$ cat src/rtl/uart_tx_arbiter.sv
`default_nettype none
// +----------------------------------------------------------------------------+
// | Module   : uart_tx_arbiter                                                 |
// | Brief    : Round-robin arbiter sharing one UART TX among NUM_REQ sources,  |
// |            with per-message locking and a lock-stall timeout.              |
// | Revision : 1.0                                                             |
// +----------------------------------------------------------------------------+
module uart_tx_arbiter #(
    parameter int NUM_REQ      = 4,
    parameter int LOCK_TIMEOUT = 1024
) (
    input  logic                   i_Clock,
    input  logic                   i_Reset,
    input  logic [NUM_REQ-1:0]     i_Req_Valid,
    input  logic [8*NUM_REQ-1:0]   i_Req_Byte,
    input  logic [NUM_REQ-1:0]     i_Req_Last,
    output logic [NUM_REQ-1:0]     o_Req_Ack,
    output logic [NUM_REQ-1:0]     o_Grant,
    output logic                   o_Lock_Timeout,
    output logic                   o_TX_DV,
    output logic [7:0]             o_TX_Byte,
    input  logic                   i_TX_Active,
    input  logic                   i_TX_Done
);

    localparam int c_IDX_W = (NUM_REQ > 1) ? $clog2(NUM_REQ) : 1;
    localparam int c_CNT_W = $clog2(LOCK_TIMEOUT + 1);

    localparam logic [c_IDX_W-1:0] c_LAST_IDX  = c_IDX_W'(NUM_REQ - 1);
    localparam logic [c_CNT_W-1:0] c_TIMEOUT   = c_CNT_W'(LOCK_TIMEOUT);

    localparam logic [0:0] c_IDLE      = 1'b0;
    localparam logic [0:0] c_WAIT_DONE = 1'b1;

    logic [0:0]          r_state,   w_state_nxt;
    logic                r_lock,    w_lock_nxt;
    logic                r_last,    w_last_nxt;
    logic [c_IDX_W-1:0]  r_owner,   w_owner_nxt;
    logic [c_IDX_W-1:0]  r_ptr,     w_ptr_nxt;
    logic [c_CNT_W-1:0]  r_cnt,     w_cnt_nxt;
    logic [c_CNT_W-1:0]  w_cnt_inc;
    logic [NUM_REQ-1:0]  r_grant,   w_grant_nxt;
    logic [NUM_REQ-1:0]  r_ack,     w_ack_nxt;
    logic                r_tx_dv,   w_tx_dv_nxt;
    logic [7:0]          r_tx_byte, w_tx_byte_nxt;
    logic                r_timeout, w_timeout_nxt;

    logic                w_found;
    logic [c_IDX_W-1:0]  w_rr_idx;
    logic [c_IDX_W-1:0]  w_probe;
    logic                w_take;
    logic [c_IDX_W-1:0]  w_take_idx;

    function automatic logic [c_IDX_W-1:0] f_wrap_inc(input logic [c_IDX_W-1:0] idx);
        if (idx == c_LAST_IDX) begin
            return '0;
        end
        return idx + 1'b1;
    endfunction

    assign w_cnt_inc = r_cnt + 1'b1;

    // Probe from the highest offset down so the lowest offset from r_ptr wins.
    always_comb begin
        w_found  = 1'b0;
        w_rr_idx = r_ptr;
        w_probe  = r_ptr;
        for (int i = NUM_REQ - 1; i >= 0; i--) begin
            w_probe = c_IDX_W'((int'(r_ptr) + i) % NUM_REQ);
            if (i_Req_Valid[w_probe]) begin
                w_found  = 1'b1;
                w_rr_idx = w_probe;
            end
        end
    end

    always_comb begin
        w_state_nxt   = r_state;
        w_lock_nxt    = r_lock;
        w_last_nxt    = r_last;
        w_owner_nxt   = r_owner;
        w_ptr_nxt     = r_ptr;
        w_cnt_nxt     = r_cnt;
        w_grant_nxt   = r_grant;
        w_ack_nxt     = '0;
        w_tx_dv_nxt   = 1'b0;
        w_tx_byte_nxt = r_tx_byte;
        w_timeout_nxt = 1'b0;
        w_take        = 1'b0;
        w_take_idx    = r_owner;

        case (r_state)
            c_IDLE: begin
                if (r_lock) begin
                    // A valid byte from the owner beats an expiring counter.
                    if (i_Req_Valid[r_owner] && !i_TX_Active) begin
                        w_take     = 1'b1;
                        w_take_idx = r_owner;
                    end else if (!i_Req_Valid[r_owner]) begin
                        if (w_cnt_inc == c_TIMEOUT) begin
                            w_lock_nxt    = 1'b0;
                            w_grant_nxt   = '0;
                            w_timeout_nxt = 1'b1;
                            w_ptr_nxt     = f_wrap_inc(r_owner);
                            w_cnt_nxt     = '0;
                        end else begin
                            w_cnt_nxt = w_cnt_inc;
                        end
                    end
                end else if (!i_TX_Active && w_found) begin
                    w_take     = 1'b1;
                    w_take_idx = w_rr_idx;
                end
            end

            c_WAIT_DONE: begin
                if (i_TX_Done) begin
                    w_state_nxt = c_IDLE;
                    if (r_last) begin
                        w_lock_nxt  = 1'b0;
                        w_grant_nxt = '0;
                        w_ptr_nxt   = f_wrap_inc(r_owner);
                    end
                end
            end

            default: begin
                w_state_nxt = c_IDLE;
            end
        endcase

        if (w_take) begin
            w_state_nxt   = c_WAIT_DONE;
            w_owner_nxt   = w_take_idx;
            w_last_nxt    = i_Req_Last[w_take_idx];
            w_lock_nxt    = !i_Req_Last[w_take_idx];
            w_grant_nxt   = NUM_REQ'(1) << w_take_idx;
            w_ack_nxt     = NUM_REQ'(1) << w_take_idx;
            w_tx_dv_nxt   = 1'b1;
            w_tx_byte_nxt = i_Req_Byte[int'(w_take_idx) * 8 +: 8];
            w_cnt_nxt     = '0;
        end
    end

    always_ff @(posedge i_Clock) begin
        if (i_Reset) begin
            r_state   <= c_IDLE;
            r_lock    <= 1'b0;
            r_last    <= 1'b0;
            r_owner   <= '0;
            r_ptr     <= '0;
            r_cnt     <= '0;
            r_grant   <= '0;
            r_ack     <= '0;
            r_tx_dv   <= 1'b0;
            r_tx_byte <= '0;
            r_timeout <= 1'b0;
        end else begin
            r_state   <= w_state_nxt;
            r_lock    <= w_lock_nxt;
            r_last    <= w_last_nxt;
            r_owner   <= w_owner_nxt;
            r_ptr     <= w_ptr_nxt;
            r_cnt     <= w_cnt_nxt;
            r_grant   <= w_grant_nxt;
            r_ack     <= w_ack_nxt;
            r_tx_dv   <= w_tx_dv_nxt;
            r_tx_byte <= w_tx_byte_nxt;
            r_timeout <= w_timeout_nxt;
        end
    end

    assign o_Req_Ack      = r_ack;
    assign o_Grant        = r_grant;
    assign o_Lock_Timeout = r_timeout;
    assign o_TX_DV        = r_tx_dv;
    assign o_TX_Byte      = r_tx_byte;

endmodule
`default_nettype wire

$ cat config.mk
export PLATFORM = sky130hd
export DESIGN_NAME = uart_tx_arbiter
export DESIGN_NICKNAME = d
export VERILOG_FILES = /design/src/rtl/uart_tx_arbiter.sv
export SDC_FILE = /design/constraint.sdc
export NUM_CORES = 1
export LEC_CHECK = 0
export ABC_CLOCK_PERIOD_IN_PS = 4300
export BUFFER_PORTS_ARGS = -buffer_cell sky130_fd_sc_hd__buf_2
export CAP_MARGIN = 0
export CELL_PAD_IN_SITES_DETAIL_PLACEMENT = 1
export CELL_PAD_IN_SITES_GLOBAL_PLACEMENT = 1
export CORE_ASPECT_RATIO = 1.2
export CORE_UTILIZATION = 40
export CTS_CLUSTER_SIZE = 8
export DETAILED_ROUTE_END_ITERATION = 6
export PLACE_DENSITY_LB_ADDON = 0.1
export SLEW_MARGIN = 40
export SYNTH_ARGS = -nofsm -noshare
export SYNTH_HDL_FRONTEND = slang
export SYNTH_SLANG_ARGS = --single-unit
export TNS_END_PERCENT = 50
$ cat constraint.sdc
create_clock -name i_Clock -period 4.3 [get_ports i_Clock]
set_input_delay 0.645 -clock i_Clock [delete_from_list [all_inputs] [get_ports i_Clock]]
set_output_delay 0.645 -clock i_Clock [all_outputs]
set_load 0.02 [all_outputs]
# Word level (Yosys, flattened, before mapping)
# Index checks and enable logic that the tools add are counted.
# Widths: inputs -> output; s select.
classes:
  shift: 2
  reduce_logical: 11
  n_eq_ne: 14
  multipliers: 0
  muxes: 68
  n_lt_le_gt_ge: 6
  div_mod_pow: 0
  addsub: 5
  n_bitwise: 5
op_table:
  columns: ["cell", "n"]
  rows:
  - ["$mux 1", 35]
  - ["$mux 2", 16]
  - ["$shiftx 32x6->8", 1]
  - ["$mux 4", 7]
  - ["$lt 2x3->1 const B", 6]
  - ["$bmux 1 s2", 6]
  - ["$ne 3x3->1 const B", 4]
  - ["$reduce_and 6->1", 2]
  - ["$add 11x1->11 const B", 1]
  - ["$eq 11x11->1 const B", 1]
  - ["$mux 11", 1]
  - ["$ne 2x2->1 const B", 5]
  - ["$pmux 4 s2", 1]
  - ["$not 1->1", 5]
  - ["$reduce_or 5->1", 1]
  - ["$add 2x1->2 const B", 2]
  - ["$add 2x2->2 const B", 2]
  - ["$pmux 2 s2", 1]
  - ["$reduce_and 4->1", 1]
  - ["$reduce_or 2->1", 2]
  - ["$shl 1x2->4 const A", 1]
  - ["$ne 3x1->1 const B", 1]
  - ["$ne 3x2->1 const B", 1]
  - ["$eq 2x2->1 const B", 1]
  - ["5 further kinds", 7]
totals:
  reg_bits: 36
  memories: 0
  inputBits: 44
  out_inout_bits: 18
  ram_bits: 0
  romBits: 0
  latchBits: 0

# Depth between registers and ports, before layout
# Gate-level depths: netlist of run 1.
logic_depth:
  ltp_word: 15
  ltp_mapped: 8

# Least setup slack after synthesis of run 1
# Ideal clock, no wire load.
synth_timing:
  path_kind: "input-to-reg"
  start: "in i_Req_Valid[3]"
  end: "reg r_grant[0] (netlist: o_Grant[0])"
  slack_ps: 2028
  arrival_time_ps: 2151
  n_path_buf: 0
  t_required_ps: 4179
  setup_time_ps: 121
  cell_stages: 6
  path_cell_list: "mux4_2 -> nor3b_4 -> inv_2 -> o21ai_4 -> nor2b_2 -> a2bb2o_1"
synth_via:
  elab_chain_cells: 12
  elab_cells_between_ends: 36
  classes_between: "eq/ne (6); shift (1); mux (26); reduce/logical (3)"
synth_rtl:
  columns: ["element", "line", "source"]
  rows:
  - ["start: declaration", "14", "input logic [NUM_REQ-1:0] i_Req_Valid,"]
  - ["$bmux 1 s2", "70", "if (i_Req_Valid[w_probe]) begin"]
  - ["$mux 1 (not written as such)", "70", null]
  - ["$mux 1 (4 in a row)", "70", null]
  - ["$logic_and 1x1->1", "110", "end else if (!i_TX_Active && w_found) begin"]
  - ["$mux 1 / $mux 2 (equally long branches)", "110", null]
  - ["$mux 1 / $mux 2 (equally long branches)", "94", "if (r_lock) begin"]
  - ["$mux 1 / $mux 2 (equally long branches)", "92", "case (r_state)"]
  - ["$ne 3x3->1 (no line), or another cell as far along", null, null]
  - ["$reduce_and 6->1 (no line) / $mux 4 (equally long branches)", null, null]
  - ["end signal: assignment", "165", "r_grant <= w_grant_nxt;"]
  - ["end: declaration", "42", "logic [NUM_REQ-1:0] r_grant, w_grant_nxt;"]
# Several ways; a longest one is shown, not always the timed one. The select of a mux whose other input is x is not followed.
# A chain may end at the register's enable or synchronous reset.

# Final worst setup path of run 1
layout_timing:
  start: "in i_TX_Active"
  end: "reg r_grant[0] (netlist: o_Grant[0])"
layout_via:
  elab_chain_cells: 7
  elab_cells_between_ends: 19
  classes_between: "eq/ne (6); shift (1); mux (8); reduce/logical (4)"
layout_rtl:
  columns: ["element", "line", "source"]
  rows:
  - ["start: declaration", "22", "input logic i_TX_Active,"]
  - ["$logic_not 1->1 (*)", "96, 110", null]
  - ["$logic_and 1x1->1 (on tied branches)", "110, 96", null]
  - ["$mux 1, or another cell as far along", "110", null]
  - ["$mux 1 / $mux 2 (equally long branches)", "94", null]
  - ["$mux 1 / $mux 2 (equally long branches)", "92", null]
  - ["$ne 3x3->1 (no line), or another cell as far along", null, null]
  - ["$reduce_and 6->1 (no line) / $mux 4 (equally long branches)", null, null]
# Mark *: on every way between the ends. The rest lies on a longest branch, timed or not.

==> results_dict.tcl, run 1 <==
set metrics [dict create \
    ys_seq_area_share_pct 38.9 \
    drv_cap 0 \
    seq_area_sq_um 721 \
    synth_area_leaders "dfxtp_1, mux2i_1, o221ai_1" \
    path_cells "buf_2 -> or3_1 -> or2_1 -> o31ai_4 -> nand2b_1 -> a2bb2o_1" \
    slew_headroom_pct 54.5 \
    area_growth_pct 21.9 \
    min_to "o_TX_Byte[2]$_SDFFE_PP0P_" \
    cp_data_required_time_ps 4480 \
    grt_pass1_wl_mm 7.29 \
    status "finished, final reports clean" \
    n_antenna_cell 0 \
    irDropWorstVdd_mv 0.180 \
    rrSetupSlack_ps 2020 \
    grtUsageMet1_pct 20.9 \
    synthCells 195 \
    multi_input_area_sq_um 1060 \
    yosys_register_bits 36 \
    async_reset_ff_share_pct 0 \
    pin_count 62 \
    cp-end-kind "flip-flop" \
    min-delay-start "o_TX_Byte[2]$_SDFFE_PP0P_" \
    grt_pass1_vias 1670 \
    power_uw 739 \
    cts_buffers 5 \
    fin_crit_ps 2350 \
    clockPowerShare_pct 29.1 \
    netlist_area_sq_um 1850 \
    r2r-end "o_Grant[0]$_SDFFE_PP0P_" \
    clk_latency_ps 290 \
    wire_per_inst_um 14.0 \
    grt_usage_pct 18.8 \
    synth_top_area_share_pct 38.9 \
    ys_top_cells_by_count "dfxtp_1, mux2i_1, nor2_1" \
    fill_cells 553 \
    wirelength_mm 4.35 \
    drt-vias-per-instance 5.36 \
    r2r-start "r_lock$_SDFFE_PP0P_" \
    synth_fp_nets 241 \
    die_area_sq_um 4910 \
    die_height_um 76.5 \
    p_leak_nw 1.07 \
    drc 0 \
    antenna_found_initial 0 \
    synth_ff_type "dfxtp_1" \
    finalWorstSetupSlack_ps 1950 \
    h-tree-depth 2 \
    cts_root_buf "clkbuf_8" \
    cts_resized 0 \
    pwr-share-seq_pct 50.0 \
    slowest_stage "nand2b_1" \
    first_iter_violations 47 \
    finalSetupViolCount 0 \
    coreArea_sq_um 4360 \
    grtUsageMet3_pct 5.69 \
    place.gp.congestion 0.779 \
    postLayoutCoreUtil_pct 51.8 \
    nets 302 \
    clk_pin_slew_worst_paths_ps 70 \
    dp_hpwl_mm 3.33 \
    syn_area_per_cell_sq_um 9.50 \
    p_comb_share_pct 20.9 \
    met2_usage_pct 33.7 \
    rsz0062_at_grt "false" \
    worst_path_largest_cell_delay_ps 440 \
    post_cts_buffers 0 \
    period_share_pct 54.7 \
    crit_fanout 12 \
    cts_tree "done" \
    slew_violations 0 \
    clock_sinks 36 \
    rows 26 \
    ctsLongestPathBuffers 2 \
    path_class "input pin to flip-flop" \
    fin_skew_ps 8.65 \
    fmax_mhz 425 \
    cp-start-kind "input pin" \
    p_sw_share_pct 28.9 \
    critPathArrivalTime_ps 2530 \
    first_pass_iters 3 \
    reg2reg_depth 5 \
    hold_viol_final 0 \
    final_cells 310 \
    min_path_cells 2 \
    synth_edf_count 0 \
    synth_warnings 0 \
    p_per_area_nw_per_um2 327 \
    start_util_pct 42.5 \
    overflow 0 \
    ctsHoldBuffers 0 \
    worst-slew-pin-transition_ps 681 \
    power.internal_uw 525 \
    hold_class "flip-flop to flip-flop" \
    fin_tns_setup_ps 0 \
    pre_cts_ws_ps 1640 \
    p_sw_uw 213 \
    ant_nets 0 \
    synthMostInstantiatedCell "dfxtp_1" \
    drive_above_1_share_pct 31.5 \
    grt_max_degree 24 \
    port_buffers 61 \
    vias 1662 \
    grt_busiest_layer "met2" \
    die_w_um 64.1 \
    place_inst 305 \
    yosysTopAreaCell "dfxtp_1" \
    synth_cell_types 52 \
]
-- sequential cells by signal, indices dropped and copies added, names as in the netlist --
register        flops
o_Grant             4
o_Lock_Timeout      1
o_Req_Ack           4
o_TX_Byte           8
o_TX_DV             1
r_cnt              11
r_last              1
r_lock              1
r_owner             2
r_ptr               2
r_state             1
-- final cells by class --
type	instances	area share (%)
flip-flops and latches	36	31.9
multi-input cells	145	47.1
repair buffers	62	13.9
clock buffers	5	3.05
well taps	56	3.10
inverters	6	0.998
-- routing by layer --
| layer | wire [um] | vias to the layer above | part of all wire (%) |
|---|---|---|---|
| li1 | - | 832 | - |
| met1 | 1960 | 783 | 45 |
| met2 | 2110 | 42 | 49 |
| met3 | 214 | 5 | 4.9 |
| met4 | 57 | 0 | 1.3 |
| met5 | 0 | - | 0 |
-- worst max-delay path: cells and delay by family --
family,cells,cell delay (ps)
buffers and inverters,1,120
AOI/OAI and AO/OA,2,650
and+or+nand+nor,3,1110
-- worst max-delay path by stage --
stage / start / end / slack (ps) / cells after the start
final: i_TX_Active / o_Grant[0]$_SDFFE_PP0P_ / 1950 / 6
after global routing: i_Req_Valid[1] / o_Grant[2]$_SDFFE_PP0P_ / 1810 / 8
after CTS: i_TX_Active / o_Grant[0]$_SDFFE_PP0P_ / 1940 / 6
after detailed placement: i_TX_Active / o_Grant[0]$_SDFFE_PP0P_ / 1640 / 6
after global placement: i_Req_Valid[2] / o_Grant[2]$_SDFFE_PP0P_ / 1580 / 6
after floorplan: i_Req_Valid[3] / o_Grant[0]$_SDFFE_PP0P_ / 2030 / 6
-- kinds of logic after synthesis --
family / count (synthesis) / share of synthesized area (%)
AO/OA/AOI/OAI: 38 / 16.1
adder cells (fa/ha/maj): 2 / 1.35
flip-flops: 36 / 38.9
multiplexers: 22 / 12.6
XOR/XNOR: 7 / 3.31
buffers and inverters: 14 / 3.78
AND/OR/NAND/NOR: 76 / 24.0
-- layout by cell type, fill, tap and decap left out, types with 3 or more instances in the layout --
cell       n
nor2_1    19
xor2_1     4
buf_2     61
nor3_1     3
clkbuf_8   5
dfxtp_1   36
xnor2_1    3
o221ai_1   9
o21ai_0    6
a21oi_1    7
nand2_1   17
nand3_1    3
inv_1      5
or3_1      6
nand4_1    3
nor2b_1    6
mux2i_1   21
-- power groups by stage --
stage                     combinational [mW]  clock, mW  sequential, mW
after floorplan                       0.0901          0           0.391
after global placement                 0.153          0           0.377
after detailed placement               0.156          0           0.377
after CTS                              0.157      0.221           0.369
after global routing                   0.169      0.236           0.372
final                                  0.154      0.215           0.369
-- stage by stage --
step / cell area, sq um / hold WS, ps
2_1_floorplan: 1850 / 464
3_3_place_gp: 2190 / 439
3_5_place_dp: 2190 / 444
4_1_cts: 2260 / 465
5_1_grt: 2260 / 487
6_report: 2260 / 459
Note: power is estimated with default switching activity, not from simulation.
==> inputs of run 2 (changes only) <==
--- a/config.mk
+++ b/config.mk
@@ -5,13 +5,13 @@
 export SDC_FILE = /design/constraint.sdc
 export NUM_CORES = 1
 export LEC_CHECK = 0
-export ABC_CLOCK_PERIOD_IN_PS = 4300
+export ABC_CLOCK_PERIOD_IN_PS = 2100
 export BUFFER_PORTS_ARGS = -buffer_cell sky130_fd_sc_hd__buf_2
 export CAP_MARGIN = 0
 export CELL_PAD_IN_SITES_DETAIL_PLACEMENT = 1
 export CELL_PAD_IN_SITES_GLOBAL_PLACEMENT = 1
 export CORE_ASPECT_RATIO = 1.2
-export CORE_UTILIZATION = 40
+export CORE_UTILIZATION = 33
 export CTS_CLUSTER_SIZE = 8
 export DETAILED_ROUTE_END_ITERATION = 6
 export PLACE_DENSITY_LB_ADDON = 0.1
==> constraint.sdc (replaced) <==
create_clock -name i_Clock -period 2.1 [get_ports i_Clock]
set_input_delay 0.315 -clock i_Clock [delete_from_list [all_inputs] [get_ports i_Clock]]
set_output_delay 0.315 -clock i_Clock [all_outputs]
set_load 0.02 [all_outputs]
==> results_dict.tcl, run 2 (synthesized netlist as in run 1, its figures left out) <==
set metrics [dict create \
    cp-start-kind "flip-flop" \
    vias 1761 \
    min_path_cells 2 \
    clk_latency_ps 290 \
    regMostFlops "r_cnt" \
    antenna_found_initial 0 \
    worst-slew-pin-transition_ps 573 \
    finalSetupViolCount 0 \
    area_growth_pct 36.6 \
    largest_register_ffs 11 \
    hold_class "input pin to flip-flop" \
    drt-vias-per-instance 5.12 \
    clock_sinks 36 \
    pre_cts_ws_ps -61.4 \
    drc 0 \
    hold_viol_final 0 \
    final_cells 344 \
    n_antenna_cell 0 \
    die_w_um 70.4 \
    ant_nets 0 \
    cts_buffers 5 \
    path_cells "mux4_2 -> nor3b_4 -> nand4_4 -> or3_1 -> a21oi_2" \
    place_inst 334 \
    h-tree-depth 2 \
    grt_max_degree 24 \
    period_share_pct 97.1 \
    place.gp.congestion 0.725 \
    die_height_um 84.1 \
    placed_area_sq_um 2400 \
    final_area_sq_um 2530 \
    cp-end-kind "flip-flop" \
    dp_hpwl_mm 3.74 \
    first_pass_iters 4 \
    p_leak_nw 1.23 \
    rows 29 \
    status "finished, final reports clean" \
    wirelength_mm 4.82 \
    slowest_stage "mux4_2" \
    fin_crit_ps 2040 \
    critPathArrivalTime_ps 2260 \
    power_mw 1.64 \
    crit_fanout 6 \
    nets 327 \
    fin_skew_ps 3.41 \
    fmax_mhz 491 \
    first_iter_violations 44 \
    path_class "flip-flop to flip-flop" \
    p_per_area_nw_per_um2 647 \
    worst_path_largest_cell_delay_ps 570 \
    overflow 0 \
    irDropWorstVdd_mv 0.256 \
    mostFrequentLayoutCells "buf_2, dfxtp_1, buf_4" \
    ctsLongestPathBuffers 2 \
    layout_commonest_cell "buf_2" \
    finalWorstSetupSlack_ps 61.9 \
    reg2reg_depth 5 \
    slew_violations 0 \
    wire_per_inst_um 14.0 \
    port_buffers 61 \
    grt_usage_pct 17.3 \
    grt_pass1_wl_mm 8.10 \
    rsz0062_at_grt "true" \
    slew_headroom_pct 61.7 \
    fin_tns_setup_ps 0 \
    clk_pin_slew_worst_paths_ps 70 \
    pin_count 62 \
    cts_root_buf "clkbuf_8" \
    coreArea_sq_um 5330 \
    grt_pass1_vias 1804 \
    start_util_pct 34.7 \
    cts_tree "done" \
    die_area_sq_um 5920 \
    cp_data_required_time_ps 2320 \
    drv_cap 0 \
    fill_cells 628 \
    drive_above_1_share_pct 39.7 \
]
==> run 2: cell types whose count changed in the layout (fill, tap and decap cells not counted), sizes merged <==
| cell | change |
|---|---|
| clkinv | +2 |
| buf | +25 |
| clkbuf | +1 |
==> run 2: where the power goes <==
group	internal, mW	switching (mW)
Combinational	0.176	0.201
Sequential	0.725	0.0217
Clock	0.262	0.250
Total	1.16	0.472
==> run 2: path summary, 6_finish.rpt <==
check	slack [ps]	start	endpoint
max	60	r_owner[1]$_SDFFE_PP0P_	r_cnt[10]$_SDFFE_PP0P_
min	240	i_TX_Done	r_state$_SDFF_PP0_
max reg2reg	60	r_owner[1]$_SDFFE_PP0P_	r_cnt[10]$_SDFFE_PP0P_
min reg2reg	460	o_TX_Byte[1]$_SDFFE_PP0P_	o_TX_Byte[1]$_SDFFE_PP0P_
==> run 2: layer usage <==
layer	share of wire (%)	vias up	global-route usage (%)
met5	0	-	0
met4	1.5	0	6.00
met3	5.4	7	4.71
met2	50	48	30.5
met1	43	820	19.9
li1	-	886	-
==> run 2: worst max-delay path: cells and delay by family (launching register included) <==
| kind | cells | cell delay [ps] |
|---|---|---|
| AO/OA/AOI/OAI | 1 | 140 |
| flip-flops | 1 | 340 |
| AND/OR/NAND/NOR | 3 | 920 |
| multiplexers | 1 | 570 |
==> run 2: what timing repair did <==
| action | 4_1_cts | 5_1_grt |
|---|---|---|
| pin swaps | 1 | 4 |
| resized for setup | 1 | 4 |
| hold buffers | 0 | 0 |
| buffers inserted | 1 | 1 |
| gates cloned | 0 | 0 |
| endpoints found under the setup margin | 1 | 16 |
==> run 2: area by class of cell <==
cell class / count / area (sq um) / area share (%)
Multi-Input combinational cell: 145 / 1080 / 42.6
Sequential cell: 36 / 722 / 28.6
Timing Repair Buffer: 87 / 538 / 21.3
Clock buffer: 6 / 82.6 / 3.27
Tap cell: 62 / 77.6 / 3.07
Inverter: 6 / 22.5 / 0.891
Clock inverter: 2 / 10.0 / 0.396
==> run 2: per-stage QoR <==
step           hold slack, ps  util, %
4_1_cts                   235     47.0
3_5_place_dp              443     45.1
6_report                  241     47.4
3_3_place_gp              439     45.1
2_1_floorplan             415        -
5_1_grt                   237     47.4
